`src/rtl/pic_ram_arbiter_if.sv`:
```
// Loader write port of the picture RAM arbiter: valid/ready handshake
// carrying a linear pixel index and one RGB565 word.
// The loader side uses the master modport, the arbiter the slave modport.
interface pic_ram_arbiter_if #(
  parameter int ADDR_W = 14
);
  logic              wr_valid;
  logic              wr_ready;
  logic [ADDR_W-1:0] wr_addr;
  logic [15:0]       wr_data;

  modport master (output wr_valid, output wr_addr, output wr_data, input wr_ready);
  modport slave  (input wr_valid, input wr_addr, input wr_data, output wr_ready);
endinterface

```
`src/rtl/pic_ram_arbiter.sv`:
```
// Picture RAM arbiter: shares one single-port synchronous RAM (RGB565, one
// word per pixel) between the VGA display read path and a picture loader.
// Display reads always win; loader writes use the cycles left over.
// rgb_data follows its pixel address by a fixed 3 cycles.
// Optional macro PIC_TEARFREE_EN: when defined, loader writes are only
// allowed while the scan is on a row outside the picture window.
module pic_ram_arbiter #(
  parameter logic [11:0] PIC_X    = 12'd0,
  parameter logic [11:0] PIC_Y    = 12'd0,
  parameter logic [11:0] PIC_W    = 12'd100,
  parameter logic [11:0] PIC_H    = 12'd100,
  parameter int          ADDR_W   = 14,
  parameter logic [15:0] BG_COLOR = 16'h0000
) (
  input  logic              vga_clk,
  input  logic              rst,
  input  logic              disp_en,
  input  logic [11:0]       addr_h,
  input  logic [11:0]       addr_v,
  output logic [15:0]       rgb_data,
  pic_ram_arbiter_if.slave  wr,
  output logic [ADDR_W-1:0] ram_addr,
  output logic              ram_we,
  output logic [15:0]       ram_wdata,
  input  logic [15:0]       ram_rdata,
  output logic [ADDR_W:0]   load_cnt,
  output logic              load_done,
  output logic              wr_err
);

  // Window ends are one bit wider so a window touching 4095 cannot wrap.
  localparam logic [12:0]   X_END = {1'b0, PIC_X} + {1'b0, PIC_W};
  localparam logic [12:0]   Y_END = {1'b0, PIC_Y} + {1'b0, PIC_H};
  localparam logic [ADDR_W:0] AREA = (ADDR_W + 1)'(32'(PIC_W) * 32'(PIC_H));

  logic              in_cols;
  logic              in_rows;
  logic              hit;
  logic [11:0]       rel_h;
  logic [11:0]       rel_v;
  logic [ADDR_W-1:0] rd_addr;
  logic              wr_allow;
  logic              wr_fire;
  logic              wr_in_range;

  logic [ADDR_W-1:0] ram_addr_q, ram_addr_d;
  logic              ram_we_q, ram_we_d;
  logic [15:0]       ram_wdata_q, ram_wdata_d;
  logic [ADDR_W:0]   load_cnt_q, load_cnt_d;
  logic              load_done_q, load_done_d;
  logic              wr_err_q, wr_err_d;
  logic              hit_d1_q, hit_d2_q;
  logic [15:0]       rgb_q;

  assign in_cols = (addr_h >= PIC_X) && ({1'b0, addr_h} < X_END);
  assign in_rows = (addr_v >= PIC_Y) && ({1'b0, addr_v} < Y_END);
  assign hit     = disp_en && in_cols && in_rows;

  assign rel_h   = addr_h - PIC_X;
  assign rel_v   = addr_v - PIC_Y;
  assign rd_addr = ADDR_W'(({12'd0, rel_v} * {12'd0, PIC_W}) + {12'd0, rel_h});

  assign wr_in_range = ({1'b0, wr.wr_addr} < AREA);
  assign wr.wr_ready = !hit && !rst && wr_allow;
  assign wr_fire     = wr.wr_valid && wr.wr_ready;

`ifdef PIC_TEARFREE_EN
  typedef enum logic {SCAN, BLANK} tf_state_e;
  tf_state_e tf_state_q;

  // Track whether the previous cycle's row lay inside the picture window.
  always_ff @(posedge vga_clk) begin
    if (rst) begin
      tf_state_q <= SCAN;
    end else if (in_rows) begin
      tf_state_q <= SCAN;
    end else begin
      tf_state_q <= BLANK;
    end
  end

  assign wr_allow = (tf_state_q == BLANK);
`else
  assign wr_allow = 1'b1;
`endif

  // Choose this cycle's RAM access: display read first, then a loader write.
  always_comb begin
    ram_addr_d  = ram_addr_q;
    ram_we_d    = 1'b0;
    ram_wdata_d = ram_wdata_q;
    if (hit) begin
      ram_addr_d = rd_addr;
    end else if (wr_fire && wr_in_range) begin
      ram_addr_d  = wr.wr_addr;
      ram_wdata_d = wr.wr_data;
      ram_we_d    = 1'b1;
    end
  end

  // Count accepted in-range writes and flag writes that fall off the picture.
  always_comb begin
    load_cnt_d  = load_cnt_q;
    load_done_d = load_done_q;
    wr_err_d    = wr_err_q;
    if (wr_fire) begin
      if (wr_in_range) begin
        if (load_cnt_q < AREA) begin
          load_cnt_d = load_cnt_q + {{ADDR_W{1'b0}}, 1'b1};
        end
        if (load_cnt_d == AREA) begin
          load_done_d = 1'b1;
        end
      end else begin
        wr_err_d = 1'b1;
      end
    end
  end

  // Register the RAM command and the loader bookkeeping.
  always_ff @(posedge vga_clk) begin
    if (rst) begin
      ram_addr_q  <= '0;
      ram_we_q    <= 1'b0;
      ram_wdata_q <= '0;
      load_cnt_q  <= '0;
      load_done_q <= 1'b0;
      wr_err_q    <= 1'b0;
    end else begin
      ram_addr_q  <= ram_addr_d;
      ram_we_q    <= ram_we_d;
      ram_wdata_q <= ram_wdata_d;
      load_cnt_q  <= load_cnt_d;
      load_done_q <= load_done_d;
      wr_err_q    <= wr_err_d;
    end
  end

  // Carry the hit flag alongside the RAM read and pick pixel or background.
  always_ff @(posedge vga_clk) begin
    if (rst) begin
      hit_d1_q <= 1'b0;
      hit_d2_q <= 1'b0;
      rgb_q    <= BG_COLOR;
    end else begin
      hit_d1_q <= hit;
      hit_d2_q <= hit_d1_q;
      rgb_q    <= hit_d2_q ? ram_rdata : BG_COLOR;
    end
  end

  assign ram_addr  = ram_addr_q;
  assign ram_we    = ram_we_q;
  assign ram_wdata = ram_wdata_q;
  assign load_cnt  = load_cnt_q;
  assign load_done = load_done_q;
  assign wr_err    = wr_err_q;
  assign rgb_data  = rgb_q;

endmodule
```
`src/flat_wrapper.sv`:
```
// flat-port wrapper written by rule: the top's interface ports become plain ports
module pic_ram_arbiter_flat 
#(
  parameter logic [11:0] PIC_X    = 12'd0,
  parameter logic [11:0] PIC_Y    = 12'd0,
  parameter logic [11:0] PIC_W    = 12'd100,
  parameter logic [11:0] PIC_H    = 12'd100,
  parameter int          ADDR_W   = 14,
  parameter logic [15:0] BG_COLOR = 16'h0000
)
  (vga_clk, rst, disp_en, addr_h, addr_v, rgb_data, ram_addr, ram_we, ram_wdata, ram_rdata, load_cnt, load_done, wr_err, wr_wr_valid, wr_wr_addr, wr_wr_data, wr_wr_ready);
  pic_ram_arbiter_if #(.ADDR_W(ADDR_W)) wr_i ();
  input  logic vga_clk;
  input  logic rst;
  input  logic disp_en;
  input  logic [11:0] addr_h;
  input  logic [11:0] addr_v;
  output logic [15:0] rgb_data;
  output logic [ADDR_W-1:0] ram_addr;
  output logic ram_we;
  output logic [15:0] ram_wdata;
  input  logic [15:0] ram_rdata;
  output logic [ADDR_W:0] load_cnt;
  output logic load_done;
  output logic wr_err;
  input wire logic [$bits(wr_i.wr_valid)-1:0] wr_wr_valid;
  input wire logic [$bits(wr_i.wr_addr)-1:0] wr_wr_addr;
  input wire logic [$bits(wr_i.wr_data)-1:0] wr_wr_data;
  output wire logic [$bits(wr_i.wr_ready)-1:0] wr_wr_ready;
  assign wr_i.wr_valid = wr_wr_valid;
  assign wr_i.wr_addr = wr_wr_addr;
  assign wr_i.wr_data = wr_wr_data;
  assign wr_wr_ready = wr_i.wr_ready;
  pic_ram_arbiter #(.PIC_X(PIC_X), .PIC_Y(PIC_Y), .PIC_W(PIC_W), .PIC_H(PIC_H), .ADDR_W(ADDR_W), .BG_COLOR(BG_COLOR)) u_core (.vga_clk(vga_clk), .rst(rst), .disp_en(disp_en), .addr_h(addr_h), .addr_v(addr_v), .rgb_data(rgb_data), .wr(wr_i), .ram_addr(ram_addr), .ram_we(ram_we), .ram_wdata(ram_wdata), .ram_rdata(ram_rdata), .load_cnt(load_cnt), .load_done(load_done), .wr_err(wr_err));
endmodule
```
`config.mk`:
```
export PLATFORM = sky130hd
export DESIGN_NAME = pic_ram_arbiter_flat
export DESIGN_NICKNAME = d
export VERILOG_FILES = /design/src/rtl/pic_ram_arbiter_if.sv /design/src/rtl/pic_ram_arbiter.sv /design/src/flat_wrapper.sv
export SDC_FILE = /design/constraint.sdc
export NUM_CORES = 1
export LEC_CHECK = 0
export BUFFER_PORTS_ARGS = -buffer_cell sky130_fd_sc_hd__buf_2
export CORE_AREA = 8 8 111 113
export DETAILED_ROUTE_END_ITERATION = 16
export DIE_AREA = 0 0 119 121
export GPL_TIMING_DRIVEN = 0
export MAX_ROUTING_LAYER = met4
export PLACE_DENSITY = 0.66
export SYNTH_ARGS = -nofsm -noshare
export SYNTH_HDL_FRONTEND = slang
export SYNTH_SLANG_ARGS = --single-unit
```
`constraint.sdc`:
```
create_clock -name vga_clk -period 5.4 [get_ports vga_clk]
set_input_delay 1.08 -clock vga_clk [delete_from_list [all_inputs] [get_ports vga_clk]]
set_output_delay 1.08 -clock vga_clk [all_outputs]
set_load 0.01 [all_outputs]
```
* Word-level counts from Yosys, hierarchy flattened
Cells that the tools add are included.
Word-level totals: register bits 66, output and inout port bits 65
Cells by class: $add $sub $neg 2, multipliers 1, order comparisons 6, equal/unequal tests 1, muxes and demuxes 6, bitwise gates (word level) 3, reductions and logical operators 16
Operators by type and width (number):
- $mux 15 | 3
- $mux 14 | 2
- $ge 12x1->1 const B | 2
- $lt 12x7->1 const B | 2
- $add 15x1->15 const B | 1
- $eq 15x14->1 const B | 1
- $lt 15x14->1 const B | 1
- $add 14x12->14 | 1
- $lt 14x14->1 const B | 1
- $mul 12x5->12 const B | 1
- $logic_and 1x1->1 | 7
- $reduce_and 2->1 | 3
- $reduce_or 2->1 | 2
- $not 1->1 | 3
- $reduce_and 3->1 | 1
- $logic_not 1->1 | 2
- $reduce_bool 2->1 | 1
- $mux 1 | 1

* Longest topological paths before layout
depth after elaboration 10, depth in mapped cells 18

* Worst setup path after synthesis
No wires, ideal clock.
kind input -> register, from input addr_v[4], to register u_core.ram_addr_q[12] (netlist: u_core.ram_addr[12]), setup time 0.112 ns, arrival 4.283 ns, data required time 5.288 ns, path slack 1.004 ns, cell stages on the path 17, path buffers 0, path through inv_1 > ha_1 > inv_1 > ha_1 > inv_1 > fa_1 > inv_1 > ha_1 > and3_1 > a221o_1 > nor2_1 > xnor2_1 > ha_1 > a21oi_1 > o21ai_0 > and3_2 > a2111oi_1
On the way: word-level cells in the longest chain between the ends 8, elaborated cells on any way between the ends 12, classes of those cells add/sub: 1; mul: 1; order compare: 2; mux: 1; reduce/logical: 7
Ends and longest elaborated chain:
- from (decl) | RTL line flat_wrapper.sv:17 | input logic [11:0] addr_v;
- branches (longest 8 deep; another with $add 14x12->14)
- to (signal assigned) | RTL line pic_ram_arbiter.sv:130 | ram_addr_q <= ram_addr_d;
- to (decl) | RTL line pic_ram_arbiter.sv:46 | logic [ADDR_W-1:0] ram_addr_q, ram_addr_d;
Several ways; the timed one is not identified. A chain may end at the register's enable or synchronous reset.

* Worst setup path in the final report
Same ends and word-level chain as after synthesis.

==> impl_metrics.env <==
export IMPL_pwr_share_comb_pct=32.5
export IMPL_cts_resized=0
export IMPL_hold_path_class="register to register"
export IMPL_yosys_register_bits=66
export IMPL_drcViolationCount=0
export IMPL_grt_pass1_vias=4055
export IMPL_antennaDiodeCount=0
export IMPL_place_hpwl_um=9930
export IMPL_first_pass_iters=4
export IMPL_power_leakage_nw=2.539
export IMPL_root_buffer="clkbuf_8"
export IMPL_coreArea_mm2=0.01060
export IMPL_final_max_slew_violation_count=0
export IMPL_initial_core_util_pct=38.84
export IMPL_internal_power_uw=999.5
export IMPL_whs_ps=442.7
export IMPL_grt_setup_unrepaired="no"
export IMPL_synth_edf_count=0
export IMPL_row_count=38
export IMPL_peakVddDrop_uv=197.4
export IMPL_grt_pass1_wl_um=19580
export IMPL_clock_skew_final_ps=5.562
export IMPL_ios=139
export IMPL_cts_buffers=9
export IMPL_cp_arrival_ps=4720
export IMPL_final_common_cell="buf_2"
export IMPL_worstHoldPathCells=1
export IMPL_synth_nets=598
export IMPL_dieArea_mm2=0.01440
export IMPL_regArea_mm2=0.001321
export IMPL_die_x_um=119
export IMPL_cellPowerDensity_mw_per_mm2=280.0
export IMPL_drtIter0Drc=219
export IMPL_gp_congestion=0.8690
export IMPL_clock_power_share_pct=32.9
export IMPL_layout_drive_gt1_share_pct=28.75
export IMPL_yosys_warnings=0
export IMPL_grt_max_degree=13
export IMPL_outcome="finished, final reports clean"
export IMPL_synth_seq_area_share_pct=32.09
export IMPL_async_flop_share_pct=0
export IMPL_nNetsFinal=747
export IMPL_routed_wl_um=12110
export IMPL_finalSetupViolCount=0
export IMPL_critPathKind="input port to register"
export IMPL_path_clk_slew_ps=70
export IMPL_antenna_found_initial=0
export IMPL_wl_per_cell_um=15.66
export IMPL_drv_cap=0
export IMPL_p_sw_share_pct=31.61
export IMPL_tns_ps=0
export IMPL_clock_latency_ps=350
export IMPL_area_growth_pct=26.77
export IMPL_htreeDepth=3
export IMPL_path_buf_inv=5
export IMPL_fmax_ghz=0.2223
export IMPL_fill_cells=1020
export IMPL_cts_buffer_depth=2
export IMPL_start_kind="input port"
export IMPL_worst_pin_slew_ps=839.6
export IMPL_antenna_left=0
export IMPL_gr_usage_all_layers_pct=17.00
export IMPL_cp_data_required_time_ps=5620
export IMPL_crit_family="adder cells"
export IMPL_cts_sinks=66
export IMPL_num_vias=3988
export IMPL_power_frac_seq_pct=34.6
export IMPL_critical_path_cell_count=18
export IMPL_syn_avg_cell_area_um2=8.596
export IMPL_worst_path_largest_cell_delay_ps=490
export IMPL_synth_main_ff_cell="dfxtp_1"
export IMPL_gr_total_overflow=0
export IMPL_die_y_um=121
export IMPL_cts_hold_buf=0
export IMPL_layout_common_cells="buf_2, dfxtp_1, nand2_1, ha_1, nor2_1"
export IMPL_vias_per_cell=5.159
export IMPL_syn_inst=479
export IMPL_port_buffers=138
export IMPL_netSwitchingPower_uw=462.0
export IMPL_synth_distinct_cells=64
export IMPL_cp_end_kind="register"
export IMPL_cp_max_fo=5
export IMPL_r2r_cells=8
export IMPL_layout_min_cycle_time_ps=4498
export IMPL_post_cts_repair_setup_buffers=0
export IMPL_cts_tree="done"
export IMPL_crit_chain="buf_2 > inv_1 > ha_1 > inv_1 > ha_1 > inv_1 > fa_1 > inv_1 > ha_1 > and3_1 > a221o_1 > nor2_1 > xnor2_1 > ha_1 > a21oi_1 > o21ai_0 > and3_2 > a2111oi_1"
export IMPL_crit_slowest_cell="fa_1"
export IMPL_finalCritPeriodShare_pct=83.29
export IMPL_finalHoldViolCount=0
export IMPL_multi_input_area_mm2=0.002566
export IMPL_synth_area_mm2=0.004118
export IMPL_slew_headroom_pct=43.78
## layer usage
metal / part of all wire (%) / vias to the layer above / global-route usage [%]
met5: 0 / - / -
met4: 1.9 / 0 / 6.877
met3: 5.9 / 16 / 3.490
met2: 48 / 131 / 28.98
met1: 44 / 1873 / 19.15
li1: - / 1968 / -
## worst register-to-register path, cell delays in order (launching register included)
cell,delay [ps]
dfxtp_1,480
ha_1,200
clkbuf_1,300
xor2_1,180
nor3b_1,60
mux2_1,300
and3_1,170
a41oi_1,230
a211oi_2,70
## metrics by stage
step	setup WS (ps)	cell area (µm²)	utilization, %	cells	power (mW)
floorplan	1004	4118	-	479	0.8630
global placement	653.4	4984	47.00	757	0.9775
detailed placement	536.2	4984	47.00	757	0.9887
CTS	890.4	5220	49.23	773	1.472
global route	688.6	5220	49.23	773	1.552
finish	902.1	5220	49.23	773	1.461
## power groups by stage
stage	Sequential, mW	Combinational [mW]	Clock, mW
2_1_floorplan	0.522	0.341	0
3_3_place_gp	0.516	0.461	0
3_5_place_dp	0.516	0.472	0
4_1_cts	0.505	0.476	0.491
5_1_grt	0.507	0.534	0.512
6_report	0.505	0.475	0.481
## state kept, by name, indices dropped and copies added (netlist names)
signal,count
u_core.ram_addr,14
u_core.rgb_data,16
u_core.load_done,1
u_core.ram_we,1
u_core.ram_wdata,16
u_core.hit_d2_q,1
u_core.load_cnt,15
u_core.wr_err,1
u_core.hit_d1_q,1
## Yosys cell counts (6+ instances only)
master / number / area (µm²)
a211oi_1: 9 / 67.56
a21oi_1: 31 / 155.2
and2_1: 20 / 125.1
and3_1: 11 / 68.82
buf_2: 7 / 35.03
clkbuf_1: 11 / 41.29
dfxtp_1: 66 / 1321
fa_1: 7 / 140.1
ha_1: 38 / 475.5
inv_1: 31 / 116.4
nand2_1: 59 / 221.5
nand3_1: 6 / 30.03
nand4_1: 13 / 81.33
nor2_1: 37 / 138.9
nor2b_1: 6 / 37.54
nor3_1: 7 / 35.03
o21ai_0: 8 / 40.04
xnor2_1: 17 / 148.9
xor2_1: 15 / 131.4
## cell type report
class	instances	share of cell area, %
buffer	22	2.109
clock buffer	11	2.900
clock inverter	5	1.630
inverter	32	2.301
multi-input combinational	359	49.16
sequential	66	25.31
tap	140	3.356
timing repair buffer	138	13.23
## kinds of logic (layout without fill, tap and decap cells)
| kind of cell | count (synthesis) | count (layout) | share of synthesized area, % |
|---|---|---|---|
| AO/OA/AOI/OAI | 92 | 92 | 15.80 |
| XOR/XNOR | 32 | 32 | 6.806 |
| adder cells (fa/ha/maj) | 45 | 45 | 14.95 |
| buffers and inverters | 54 | 208 | 5.591 |
| flip-flops | 66 | 66 | 32.09 |
| multiplexers | 7 | 7 | 1.762 |
| AND/OR/NAND/NOR | 183 | 183 | 23.00 |
## worst paths after layout
| kind | startpoint | endpoint | slack (ps) |
|---|---|---|---|
| setup / recovery | addr_v[4] | u_core.ram_addr[12] | 900 |
| setup reg to reg | u_core.load_cnt[0] | u_core.load_done | 3280 |
| hold / removal | u_core.hit_d1_q | u_core.hit_d2_q | 440 |
| hold reg to reg | u_core.hit_d1_q | u_core.hit_d2_q | 440 |
Power figures use the tool's default switching activity.
